===== src/rtl/change_event_logger.sv =====
// rtl/change_event_logger.sv - timestamped change-event capture into a show-ahead FIFO
// Logs {value, cycle timestamp} whenever the observed bus changes; consumer drains via valid/ready.
module change_event_logger #(
  parameter int DATA_W = 3,
  parameter int TS_W   = 16,
  parameter int DEPTH  = 8
) (
  input  logic                     clk,
  input  logic                     rst,
  input  logic [DATA_W-1:0]        sample_in,
  output logic                     out_valid,
  input  logic                     out_ready,
  output logic [DATA_W-1:0]        out_data,
  output logic [TS_W-1:0]          out_ts,
  output logic [$clog2(DEPTH):0]   count,
  output logic                     overflow
);
  localparam int AW = $clog2(DEPTH);
  localparam logic [AW:0]     C_FULL  = (AW+1)'(DEPTH);
  localparam logic [AW:0]     C_ONE   = (AW+1)'(1);
  localparam logic [AW-1:0]   P_ONE   = AW'(1);
  localparam logic [TS_W-1:0] TS_ONE  = TS_W'(1);

  logic [TS_W-1:0]   r_ts;
  logic [DATA_W-1:0] r_prev;
  logic              r_prev_valid;
  logic [DATA_W-1:0] r_mem_data [DEPTH];
  logic [TS_W-1:0]   r_mem_ts   [DEPTH];
  logic [AW-1:0]     r_wptr;
  logic [AW-1:0]     r_rptr;
  logic [AW:0]       r_count;
  logic              r_valid;
  logic [DATA_W-1:0] r_out_data;
  logic [TS_W-1:0]   r_out_ts;
  logic              r_overflow;

  logic              w_event;
  logic              w_full;
  logic              w_pop;
  logic              w_push;
  logic              w_drop;
  logic [AW-1:0]     w_rptr_nxt;
  logic [AW:0]       w_count_nxt;
  logic [DATA_W-1:0] w_head_data;
  logic [TS_W-1:0]   w_head_ts;

  always_comb begin
    w_event     = !r_prev_valid || (sample_in != r_prev);
    w_full      = (r_count == C_FULL);
    w_pop       = r_valid && out_ready;
    // A pop on a full FIFO frees the slot the same edge, so the event still lands.
    w_push      = w_event && (!w_full || w_pop);
    w_drop      = w_event && w_full && !w_pop;
    w_rptr_nxt  = w_pop ? (r_rptr + P_ONE) : r_rptr;
    w_count_nxt = r_count;
    if (w_push && !w_pop)      w_count_nxt = r_count + C_ONE;
    else if (!w_push && w_pop) w_count_nxt = r_count - C_ONE;
    // Next head is the record being written when it lands exactly at the new read pointer.
    if (w_push && (r_wptr == w_rptr_nxt)) begin
      w_head_data = sample_in;
      w_head_ts   = r_ts;
    end else begin
      w_head_data = r_mem_data[w_rptr_nxt];
      w_head_ts   = r_mem_ts[w_rptr_nxt];
    end
  end

  always_ff @(posedge clk) begin
    if (!rst && w_push) begin
      r_mem_data[r_wptr] <= sample_in;
      r_mem_ts[r_wptr]   <= r_ts;
    end
  end

  always_ff @(posedge clk) begin
    if (rst) begin
      r_ts         <= '0;
      r_prev       <= '0;
      r_prev_valid <= 1'b0;
      r_wptr       <= '0;
      r_rptr       <= '0;
      r_count      <= '0;
      r_valid      <= 1'b0;
      r_out_data   <= '0;
      r_out_ts     <= '0;
      r_overflow   <= 1'b0;
    end else begin
      r_ts         <= r_ts + TS_ONE;
      r_prev       <= sample_in;
      r_prev_valid <= 1'b1;
      if (w_push) r_wptr <= r_wptr + P_ONE;
      r_rptr       <= w_rptr_nxt;
      r_count      <= w_count_nxt;
      r_valid      <= (w_count_nxt != '0);
      if (w_count_nxt != '0) begin
        r_out_data <= w_head_data;
        r_out_ts   <= w_head_ts;
      end
      if (w_drop) r_overflow <= 1'b1;
    end
  end

  assign out_valid = r_valid;
  assign out_data  = r_out_data;
  assign out_ts    = r_out_ts;
  assign count     = r_count;
  assign overflow  = r_overflow;
endmodule


===== config.mk =====
export PLATFORM = sky130hd
export DESIGN_NAME = change_event_logger
export DESIGN_NICKNAME = d
export VERILOG_FILES = /design/src/rtl/change_event_logger.sv
export SDC_FILE = /design/constraint.sdc
export NUM_CORES = 1
export LEC_CHECK = 0
export ABC_AREA = 1
export BUFFER_PORTS_ARGS = -buffer_cell sky130_fd_sc_hd__clkbuf_2
export CAP_MARGIN = 10
export CORE_UTILIZATION = 51
export CTS_BUF_LIST = sky130_fd_sc_hd__clkbuf_2
export DETAILED_ROUTE_END_ITERATION = 7
export PLACE_DENSITY = 0.73
export SYNTH_ARGS = -nofsm -noshare
export SYNTH_HDL_FRONTEND = slang
export SYNTH_SLANG_ARGS = --single-unit
export TNS_END_PERCENT = 5

===== constraint.sdc =====
create_clock -name clk -period 3.5 [get_ports clk]
set_input_delay 0.175 -clock clk [delete_from_list [all_inputs] [get_ports clk]]
set_output_delay 0.175 -clock clk [all_outputs]
set_load 0.05 [all_outputs]

# Word-level counts from Yosys, hierarchy flattened
# Memories as Yosys holds them, arrays and structs flattened. A register that Yosys moved wholly into a read port is not among the register bits.
# Cells that the tools add are included.
# totals
regBits	32
mem_bits_rw	152
in_bits	6
output_inout_bits	25
word_cells	38
n_memories	2
# classes
addsub	5
n_eq_ne	2
muxes	6
n_reduce_logical	15
# memory_table
memory	depth	width	read_ports	rd_clocked_by_memory_dff	wr	line_no	source
r_mem_ts	8	16	1	1	1	28	logic [TS_W-1:0] r_mem_ts [DEPTH];
r_mem_data	8	3	1	1	1	27	logic [DATA_W-1:0] r_mem_data [DEPTH];
# op_table
op	n
adder 16 x 1 -> 16 bit, second input constant	1
2-to-1 mux 4 bit	2
logical AND 1 bit	7
adder 3 x 1 -> 3 bit, second input constant	2
zero test 1 bit	5
adder 4 x 1 -> 4 bit, second input constant	1
== test 4 bit, second input constant	1
nonzero test 4 bit	1
subtractor 4 x 1 -> 4 bit, second input constant	1
2-to-1 mux 1 bit	3
2-to-1 mux 3 bit	1
!= test 3 bit	1
logical OR 1 bit	2

# Logic depth before layout (Yosys ltp)
# Gate-level depths: netlist (run 1).
# logic_depth
word_depth	9
mapped_depth	15
ltp_nobuf	15

# Worst setup path after synthesis (run 1)
# OpenSTA, ideal clock, no wires.
# synth_timing
path_kind	register to register
startpoint	register r_count[0], in the netlist count[0]
endpoint	memory r_mem_data[1][0], enable pin
setup_ps	395
arrival_ps	2710
t_required_ps	3105
setup_slack_ps	395
path_stages_with_launch	9
n_path_buf	1
synth_period_minus_slack_ps	3105
cell_sequence	dfxtp_1 > inv_1 > ha_1 > nand4_1 > nand2_1 > nor2_2 > buf_2 > nand2_1 > nor2_1
# synth_between
elab_chain_len	7
# synth_lines
element	line_no	source
from (decl)	31	logic [AW:0] r_count;
from (signal assigned)	93	r_count <= w_count_nxt;
== test 4 bit	49	w_full = (r_count == C_FULL);
zero test 1 bit	52	w_push = w_event && (!w_full || w_pop);
logical OR 1 bit	52	
logical AND 1 bit	52	
logical AND 1 bit	69	if (!rst && w_push) begin
2-to-1 mux 1 bit	69	
2-to-1 mux 1 bit (implied by the code)	70	r_mem_data[r_wptr] <= sample_in;
to (decl)	27	
# Every way passes these cells.

# Worst setup path in the final report (run 1)
# layout_timing
startpoint	register r_count[0], in the netlist count[0]
endpoint	memory r_mem_ts[3][6], enable pin
# layout_between
elab_chain_len	7
# layout_lines
element	line_no	source
== test 4 bit	49	
zero test 1 bit	52	
logical OR 1 bit	52	
logical AND 1 bit	52	
logical AND 1 bit	69	
2-to-1 mux 1 bit	69	
2-to-1 mux 1 bit (implied by the code)	71	r_mem_ts[r_wptr] <= r_ts;
to (decl)	28	
# Every way passes these cells.

==> metrics, run 1 <==
Worst setup SP type=flop; Cell Rows=47; share of layout cells above drive strength 1=16.27%; Area Overhead vs Synth=9.626%; complex-gate fraction of the synthesized area=2.269%; Slew headroom=56.30%; Critical Path Sink Type=flop; Final min period=2.552 ns; RSZ-0062 raised after global routing=no; simple-gate share of the synthesized area=27.59%; worst-path maximum fanout=12; post-synth top area share=52.72%; MaxCap Viol Count=0; CTS max path bufs=3; global-route wire length before repair=30.24 mm; Congestion Overflow GR=0; Synth area leader=edfxtp_1; Worst Hold Path Cells=6; final core occ=57.23%; # port buffers=30; hold slack=0.03020 ns; post-synthesis xor/xnor area fraction=0.3035%; Slew Viols, Final=0; Layout Nets=947; Routed WL=19.25 mm; status=completed; cell with the most instances after synthesis=nand2_1; CTS tree=done; Post-Synthesis Cells=875; Die W=132.3 microns; Crit path required time=3.92 ns; Critical Path AT=2.98 ns; Pleak=3.906 nW; initial antenna violation count=1; Async S/R FF share, synth=0%; worst path bufs/invs=3; Starting Density=52.20%; vias in the first global route=5862; highest metal used=met4; Setup TNS Final=0 ns; hpwl dp=11.82 mm; Wirelength per Cell=16.23 microns; worst vdd ir=0.6764 mV; Netlist cell types=31; achievable clock frequency=0.3918 GHz; mapped cell area=8657 sq um; CP top delay family=simple AND/OR/NAND/NOR gates; H-tree levels=2; Post-CTS Setup Bufs=0; Clock Pin Slew Worst Setup and Hold Paths=0.10 ns; number of synthesized flops with an enable pin=152; DR DRC count=0; Core Region=16580 sq um; endpoints failing hold=0; met3 wire length=1.543 mm; Via density=5.293; final RePlAce weighted congestion=0.8315; starting DRC count in detailed routing=504; final period utilization=72.92%; synth top area cells=edfxtp_1, nand2_1, dfxtp_1, nand3_1, nor2_1; GRT Resource Usage Total=22.37%; CTS sink count=203; Yosys reg bits=203; Slew @ Worst Pin=0.6545 ns; Inserted Clock Buffers=48; multiplexer share of the synthesized area=0%; CTS Hold Bufs=4; Worst path max stage delay=0.43 ns; vias post-DR=6278; hold crit path type=input pin to flop; antenna-violating nets left=0; Post-Synth Adder-Cell Area=0.8672%; Post-Syn Area per Cell=9.894 sq um; CP Cell Sequence=inv_1 > ha_1 > nand4_1 > nand2_1 > nor2_2 > buf_4 > nand2_1 > nor2_2 > buf_4; final setup fails=0; YS warnings=0; number of cells on the critical path=9; CP max-delay cell=dfxtp_1; met2 WL=9.131 mm; Seq/Total Area, Yosys=64.52%; CTS resizes=0; Ports=31; Synth top cells by count=nand2_1, edfxtp_1, nand3_1; clock root cell=clkbuf_2; main combinational cell family by area after synthesis=simple AND/OR/NAND/NOR gates; Pre-antenna DRT Iters=5; clock latency on the worst-skew pair=0.73 ns; die height=132.3 microns; WS Path Type=flop to flop; Syn Nets=887; M1 WL=8.156 mm; Worst Skew=0.04416 ns; pwr dens=744.6 nW/um^2; Reg2Reg Depth=9; ys flop type=edfxtp_1; die area=17500 sq um; largest net degree at the start of global routing=51
==> final timing paths <==
| path | end | from | slack [ns] |
|---|---|---|---|
| min reg2reg | overflow$_SDFFE_PP0P_ | overflow$_SDFFE_PP0P_ | 0.49 |
| max | r_mem_ts[3][6]$_DFFE_PP_ | count[0]$_SDFF_PP0_ | 0.95 |
| min | count[3]$_SDFF_PP0_ | out_ready | 0.03 |
| max reg2reg | r_mem_ts[3][6]$_DFFE_PP_ | count[0]$_SDFF_PP0_ | 0.95 |
==> report_power, final <==
part,switching [mW],total [mW],internal [mW]
clock network,0.877,1.46,0.578
registers,0.122,2.99,2.86
logic,1.89,2.63,0.734
==> sequential cells by signal, summed over array words and instances, names as in the netlist <==
register and count:
overflow 1, r_ts 16, count 4, out_valid 1, r_rptr 3, r_prev_valid 1
r_wptr 3, r_prev 3, out_ts 16, r_mem_ts 128, out_data 3, r_mem_data 24
==> per-stage QoR <==
stage	instances	power (mW)	setup WS [ns]	instance area, sq um
3_5_place_dp	1101	5.659	0.9528	9036
3_3_place_gp	1101	5.613	1.053	9036
5_1_grt	1186	7.539	0.7366	9490
2_1_floorplan	875	5.075	0.3952	8657
6_report	1186	7.066	0.9479	9490
4_1_cts	1185	7.096	0.9347	9488
==> kinds of logic after synthesis <==
group           Yosys count
buf+inv                  85
flops                   203
fa+ha+maj                 6
simple gates            540
xor+xnor                  3
compound gates           38
==> cells in the final DEF (no fill, tap or decap) <==
master / instances
a21oi_1: 14
a31oi_1: 1
buf_12: 1
buf_4: 15
bufinv_16: 1
clkbuf_2: 96
clkinv_1: 11
clkinv_2: 3
dfxtp_1: 51
diode_2: 1
dlygate4sd3_1: 4
edfxtp_1: 152
ha_1: 6
inv_1: 35
inv_2: 8
inv_4: 1
nand2_1: 281
nand2_2: 11
nand2_4: 3
nand3_1: 143
nand3_4: 1
nand3b_1: 12
nand4_1: 6
nor2_1: 66
nor2_2: 10
nor2_4: 5
nor2_8: 1
o21a_1: 2
o21ai_0: 11
o21ai_1: 9
o21ai_4: 1
or2_1: 1
xor2_1: 3
==> per-layer routing <==
layer | GRT usage (%) | vias up
li1 | - | 3089
met1 | 29.49 | 2891
met2 | 36.98 | 261
met3 | 4.306 | 37
met4 | 8.174 | 0
met5 | 0 | -
==> final cells by class <==
class	count	area, sq um
Antenna cell	1	2.502
Clock buffer	66	330.3
Clock inverter	14	81.33
Fill cell	1447	7093
Inverter	45	172.7
Multi-Input combinational cell	587	2720
Sequential cell	203	5585
Tap cell	220	275.3
Timing Repair Buffer	50	322.8
==> tightest hold or removal path: cells and delay by family <==
kind	cells	cell delay [ns]
buffers and inverters	1	0.10
AND/OR/NAND/NOR	5	0.43
Power figures use the tool's default switching activity.
==> inputs of run 2 (changes only) <==
--- a/config.mk
+++ b/config.mk
@@ -5,13 +5,13 @@
 export SDC_FILE = /design/constraint.sdc
 export NUM_CORES = 1
 export LEC_CHECK = 0
-export ABC_AREA = 1
+export ABC_AREA = 0
 export BUFFER_PORTS_ARGS = -buffer_cell sky130_fd_sc_hd__clkbuf_2
 export CAP_MARGIN = 10
 export CORE_UTILIZATION = 51
 export CTS_BUF_LIST = sky130_fd_sc_hd__clkbuf_2
 export DETAILED_ROUTE_END_ITERATION = 7
-export PLACE_DENSITY = 0.73
+export PLACE_DENSITY = 0.75
 export SYNTH_ARGS = -nofsm -noshare
 export SYNTH_HDL_FRONTEND = slang
 export SYNTH_SLANG_ARGS = --single-unit
==> constraint.sdc (replaced) <==
create_clock -name clk -period 2.2 [get_ports clk]
set_input_delay 0.11 -clock clk [delete_from_list [all_inputs] [get_ports clk]]
set_output_delay 0.11 -clock clk [all_outputs]
set_load 0.05 [all_outputs]
==> run 2 against run 1 <==
Compared with the run above:
- routed wire length up 25%
- flip-flop and latch count unchanged
- clock power rose by 68%
- combinational power rose by 54%
- non-clock buffer count up 85
- clock skew grew 0.013 ns
- the run now ends with negative setup slack left
- count of clock-buffer cells in the layout up 14
- utilization grew 8.7 points
- via count is 7.7% higher
==> metrics, run 2 <==
status=complete, but fails checks; violated checks=negative setup slack; Wirelength per Cell=21.60 microns; worst-path maximum fanout=4; Clock Pin Slew Worst Setup and Hold Paths=0.12 ns; Cell Rows=46; ys flop type=edfxtp_1; Comb pwr share=36.3%; Die W=131.3 microns; Pre-antenna DRT Iters=5; largest registers=r_mem_ts (128), r_mem_data (24); hold slack=0.2751 ns; clock root cell=clkbuf_2; R2R Path End=out_ts[15]$_SDFFE_PP0P_; hold crit path type=input pin to flop; YS warnings=0; CTS max path bufs=3; Async S/R FF share, synth=0%; Congestion Overflow GR=0; initial antenna violation count=1; Ports=31; Via density=6.050; R2R setup slack=-0.30 ns; CTS tree=done; starting DRC count in detailed routing=751; most common cell after layout, fill and taps aside=edfxtp_1; Area Overhead vs Synth=24.51%; largest net degree at the start of global routing=40; Synth top cells by count=edfxtp_1, nand2_1, nor2_1; Starting Density=52.93%; endpoints failing hold=0; sw frac=37.82%; Final WS setup=-0.2997 ns; Crit path required time=2.88 ns; Synth area leader=edfxtp_1; r2r startpoint=r_rptr[1]$_SDFF_PP0_; CTS sink count=203; vias in the first global route=6655; # port buffers=30; max FFs per register=128; antenna-violating nets left=0; Critical Path AT=3.18 ns; final period utilization=113.6%; DR DRC count=0; GRT Resource Usage Total=27.17%; MaxCap Viol Count=0; die area=17240 sq um; Core Region=16120 sq um; Pleak=4.205 nW; global-route wire length before repair=35.91 mm; share of layout cells above drive strength 1=29.74%; pre-CTS setup slack=-0.3791 ns; vias post-DR=6764; clock latency on the worst-skew pair=0.78 ns; die height=131.3 microns; Slew @ Worst Pin=0.5553 ns; net switching power=4.208 mW; number of synthesized flops with an enable pin=152; pwr dens=1048 nW/um^2; internal power=6.918 mW; Slew Viols, Final=0; synth top area cells=edfxtp_1, dfxtp_1, nand2_1, mux2i_1, nand3_1; Slew headroom=62.98%; Top reg by flops=r_mem_ts; RSZ-0062 raised after global routing=yes; Final min period=2.500 ns; worst vdd ir=0.6111 mV; clock share of power=22.1%; hpwl dp=13.54 mm; H-tree levels=2; Critical Path Sink Type=flop; Routed WL=24.15 mm; Worst setup SP type=flop; cell with the most instances after synthesis=edfxtp_1; Netlist cell types=39; Post-Synthesis Cells=715; Syn Nets=727; Worst Skew=0.05742 ns; final RePlAce weighted congestion=0.7761; worst setup path end=out_ts[15]$_SDFFE_PP0P_; final setup fails=20; mapped cell area=8529 sq um; Layout Nets=872; Post-Syn Area per Cell=11.93 sq um; Final Total Pwr=11.13 mW; post-synth top area share=53.51%; crit path launch=r_rptr[1]$_SDFF_PP0_; WS Path Type=flop to flop; Yosys reg bits=203; Seq pwr share=41.7%; Seq/Total Area, Yosys=65.48%; Inserted Clock Buffers=50; achievable clock frequency=0.4000 GHz; most frequent cells in the layout=edfxtp_1, nand2_1, clkbuf_2; Reg2Reg Depth=9
-- run 2: changes by cell type after synthesis, moves of 20 or more --
cell,previous run,this run
mux2i_1,0,42
clkbuf_1,7,33
or3_1,0,24
a311oi_1,0,20
nand2_1,282,123
nand3_1,143,66
a32o_1,0,20
inv_1,35,5
buf_2,26,5
-- run 2: layer usage --
metal,GRT usage (%),routed length [microns],vias to the layer above,share of wire [%]
met5,0,0,-,0
met1,33.11,8921,3288,37
li1,-,-,2939,-
met4,14.34,1188,0,4.9
met2,44.92,11670,433,48
met3,6.443,2367,104,9.8
-- run 2: critical path, cell delays in order, from the launching register on --
cell	delay, ns
dfxtp_2	0.36
ha_4	0.27
nand3_2	0.07
a21boi_4	0.17
xnor2_4	0.13
buf_4	0.14
buf_4	0.14
or3_4	0.43
or3_1	0.41
a311oi_2	0.27
-- run 2: final cells by class --
class / count / area (sq um)
repair buffers: 135 / 1251
clock inverters: 13 / 52.55
clock buffers: 80 / 400.4
multi-input cells: 465 / 3022
flip-flops and latches: 203 / 5598
well taps: 216 / 270.3
fillers: 1185 / 5495
diodes: 1 / 2.502
inverters: 5 / 23.77
-- run 2: metrics by stage --
| stage | util [%] | instances | instance area [sq um] | setup TNS (ns) |
|---|---|---|---|---|
| after floorplan | - | 715 | 8574 | -34.89 |
| after global placement | 60.10 | 1001 | 9686 | -3.431 |
| after detailed placement | 60.10 | 1001 | 9686 | -6.001 |
| after global routing | 65.90 | 1118 | 10620 | -5.944 |
| final | 65.90 | 1118 | 10620 | -4.829 |
| after CTS | 64.60 | 1109 | 10410 | -4.695 |
-- run 2: cell families (layout without fill, tap and decap cells) --
| logic type | count (synthesis) | after routing | share of synthesized area [%] |
|---|---|---|---|
| other cells | 0 | 1 | 0 |
| fa+ha+maj | 6 | 6 | 0.8801 |
| compound gates | 77 | 77 | 6.983 |
| simple gates | 311 | 313 | 16.46 |
| flops | 203 | 203 | 65.48 |
| mux | 42 | 42 | 4.929 |
| xor+xnor | 27 | 27 | 2.861 |
| buf+inv | 49 | 233 | 2.406 |
-- run 2: worst min path at each step --
stage                                      from                          to  slack, ns  depth (start not counted)
after floorplan                    sample_in[0]  r_mem_data[0][0]$_DFFE_PP_       0.21                          0
after global placement    overflow$_SDFFE_PP0P_       overflow$_SDFFE_PP0P_       0.46                          2
after detailed placement           sample_in[1]  r_mem_data[4][1]$_DFFE_PP_       0.50                          2
after CTS                          sample_in[2]  r_mem_data[7][2]$_DFFE_PP_       0.25                          3
after global routing               sample_in[1]  r_mem_data[6][1]$_DFFE_PP_       0.26                          3
final                              sample_in[1]  r_mem_data[6][1]$_DFFE_PP_       0.28                          3
-- run 2: repair_timing --
| item | CTS | global route |
|---|---|---|
| setup buffers | 6 | 6 |
| cloned | 5 | 4 |
| resized for setup | 21 | 28 |
| endpoints found under the hold margin | 75 | 0 |
| hold buffers | 5 | 0 |
| endpoints found under the setup margin | 20 | 35 |
| pin swaps | 29 | 18 |
-- run 2: power groups by stage --
stage                     logic (mW)  clock network (mW)  registers [mW]
after floorplan                 1.48                   0            5.30
after global placement          3.19                   0            4.68
after detailed placement        3.31                   0            4.69
after CTS                       3.59                2.50            4.61
after global routing            4.21                2.69            4.66
final                           4.04                2.45            4.64
==> inputs of run 3 (changes only) <==
--- a/config.mk
+++ b/config.mk
@@ -11,7 +11,7 @@
 export CORE_UTILIZATION = 51
 export CTS_BUF_LIST = sky130_fd_sc_hd__clkbuf_2
 export DETAILED_ROUTE_END_ITERATION = 7
-export PLACE_DENSITY = 0.75
+export PLACE_DENSITY = 0.73
 export SYNTH_ARGS = -nofsm -noshare
 export SYNTH_HDL_FRONTEND = slang
 export SYNTH_SLANG_ARGS = --single-unit
==> constraint.sdc (replaced) <==
create_clock -name clk -period 2.5 [get_ports clk]
set_input_delay 0.125 -clock clk [delete_from_list [all_inputs] [get_ports clk]]
set_output_delay 0.125 -clock clk [all_outputs]
set_load 0.05 [all_outputs]
==> run 3 against run 2 <==
Compared with the run above:
- the run still ends with negative setup slack left
- count of clock-buffer cells in the layout shrank 9
- worst hold slack lost 0.073 ns
- flip-flop and latch count is the same
- combinational power shrank 25%
- via count shrank 7.0%
- highest routed layer unchanged
- largest cell class unchanged
- worst setup slack gained 0.25 ns
- largest power group unchanged
- sequential share of layout area grew 2.6 points
- final cell count shrank 4.5%
- cell area shrank 4.6%
- register-to-register slack gained 0.25 ns
==> metrics, run 3 (synthesized netlist as in run 2, its figures left out) <==
DR DRC count=0; Starting Density=52.93%; Cell Rows=46; Ports=31; Clock Pin Slew Worst Setup and Hold Paths=0.11 ns; max FFs per register=128; Top reg by flops=r_mem_ts; Die W=131.3 microns; hold slack=0.2024 ns; most common cell after layout, fill and taps aside=edfxtp_1; clock latency on the worst-skew pair=0.77 ns; Setup TNS Final=-0.05174 ns; achievable clock frequency=0.3919 GHz; CTS max path bufs=3; GRT Resource Usage Total=24.69%; CP max-delay cell=or3_4; worst-path maximum fanout=5; clock root cell=clkbuf_2; Inserted Clock Buffers=49; placed cells=967; Congestion Overflow GR=0; Critical Path AT=3.23 ns; CTS tree=done; pwr dens=901.8 nW/um^2; Pleak=3.915 nW; violated checks=negative setup slack; Slew Viols, Final=0; # port buffers=30; Core Region=16120 sq um; Pre-antenna DRT Iters=5; antenna-violating nets left=0; Final Total Pwr=9.133 mW; die area=17240 sq um; fillers=1243; area occupied by multi-input gates=2979 sq um; Critical Path Sink Type=flop; pre-CTS setup slack=-0.08964 ns; Worst path max stage delay=0.47 ns; status=complete, but fails checks; hpwl dp=12.27 mm; final period utilization=102.1%; largest registers=r_mem_ts (128), r_mem_data (24); endpoints failing hold=0; Slew headroom=53.19%; Crit path required time=3.17 ns; Routed WL=22.18 mm; WS Path Type=flop to flop; CP top delay family=simple AND/OR/NAND/NOR gates; Area Overhead vs Synth=18.73%; starting DRC count in detailed routing=841; Layout Nets=826; share of layout cells above drive strength 1=24.09%; vias post-DR=6291; fin cells=1068; CP Cell Sequence=inv_4 > ha_4 > nand3b_1 > o21ai_4 > or3_4 > or3_4 > or3_1 > a311oi_2; register area=5600 sq um; Wirelength per Cell=20.77 microns; final RePlAce weighted congestion=0.8052; vias in the first global route=6236; RSZ-0062 raised after global routing=yes; final setup fails=1; Worst Skew=0.04027 ns; MaxCap Viol Count=0; Final WS setup=-0.05174 ns; hold crit path type=input pin to flop; most used cell, CP=or3_4; largest net degree at the start of global routing=57; Final min period=2.552 ns; Design Area, Final=10130 sq um; H-tree levels=2; most frequent cells in the layout=edfxtp_1, nand2_1, clkbuf_2; Worst setup SP type=flop; die height=131.3 microns; Slew @ Worst Pin=0.7015 ns; final core occ=62.84%; worst vdd ir=0.4490 mV; Post-Place Cell Area=9405 sq um; Via density=5.890; worst path bufs/invs=1; CTS sink count=203; initial antenna violation count=1; global-route wire length before repair=32.80 mm
-- run 3: cell count changes in the layout (fill, tap and decap cells not counted), moves of 5 or more --
cell,before,now
nor2_2,12,6
buf_4,73,38
nor2_1,57,63
clkbuf_2,110,101
clkinv_1,10,15
buf_6,8,1
-- run 3: cell type report --
class | instances | area share (%)
flip-flops and latches | 203 | 55.30
multi-input cells | 465 | 29.42
repair buffers | 90 | 8.216
clock buffers | 71 | 3.509
well taps | 216 | 2.669
clock inverters | 17 | 0.6301
inverters | 5 | 0.2347
diodes | 1 | 0.02471
-- run 3: worst min-delay path: stages --
cell	delay, ns
dlygate4sd3_1	0.52
clkbuf_2	0.23
a311oi_1	0.06
-- run 3: path summary, 6_finish.rpt --
check	startpoint	endpoint	slack, ns	cells after the start
worst min-delay path	rst	count[1]$_SDFF_PP0_	0.20	3
worst min register to register	overflow$_SDFFE_PP0P_	overflow$_SDFFE_PP0P_	0.50	2
worst max-delay path	count[1]$_SDFF_PP0_	out_ts[7]$_SDFFE_PP0P_	-0.05	8
worst max register to register	count[1]$_SDFF_PP0_	out_ts[7]$_SDFFE_PP0P_	-0.05	8
-- run 3: what timing repair did --
| action | CTS | global route |
|---|---|---|
| cloned | 0 | 6 |
| resized for setup | 6 | 23 |
| hold endpoints to repair | 65 | 0 |
| buffers inserted | 1 | 1 |
| endpoints found under the setup margin | 18 | 17 |
| hold buffers | 5 | 0 |
| pin swaps | 2 | 19 |
-- run 3: power by group --
| group | internal, mW | switching, mW | total [mW] |
|---|---|---|---|
| combinational | 1.03 | 1.99 | 3.02 |
| clock | 0.760 | 1.28 | 2.04 |
| sequential | 3.89 | 0.188 | 4.08 |
-- run 3: per-layer routing --
metal,vias to the layer above,global-route usage [%],part of all wire (%)
li1,2848,-,-
met1,3053,30.44,39
met2,339,42.05,50
met3,51,4.591,8.7
met4,0,11.56,2.5
met5,-,0,0
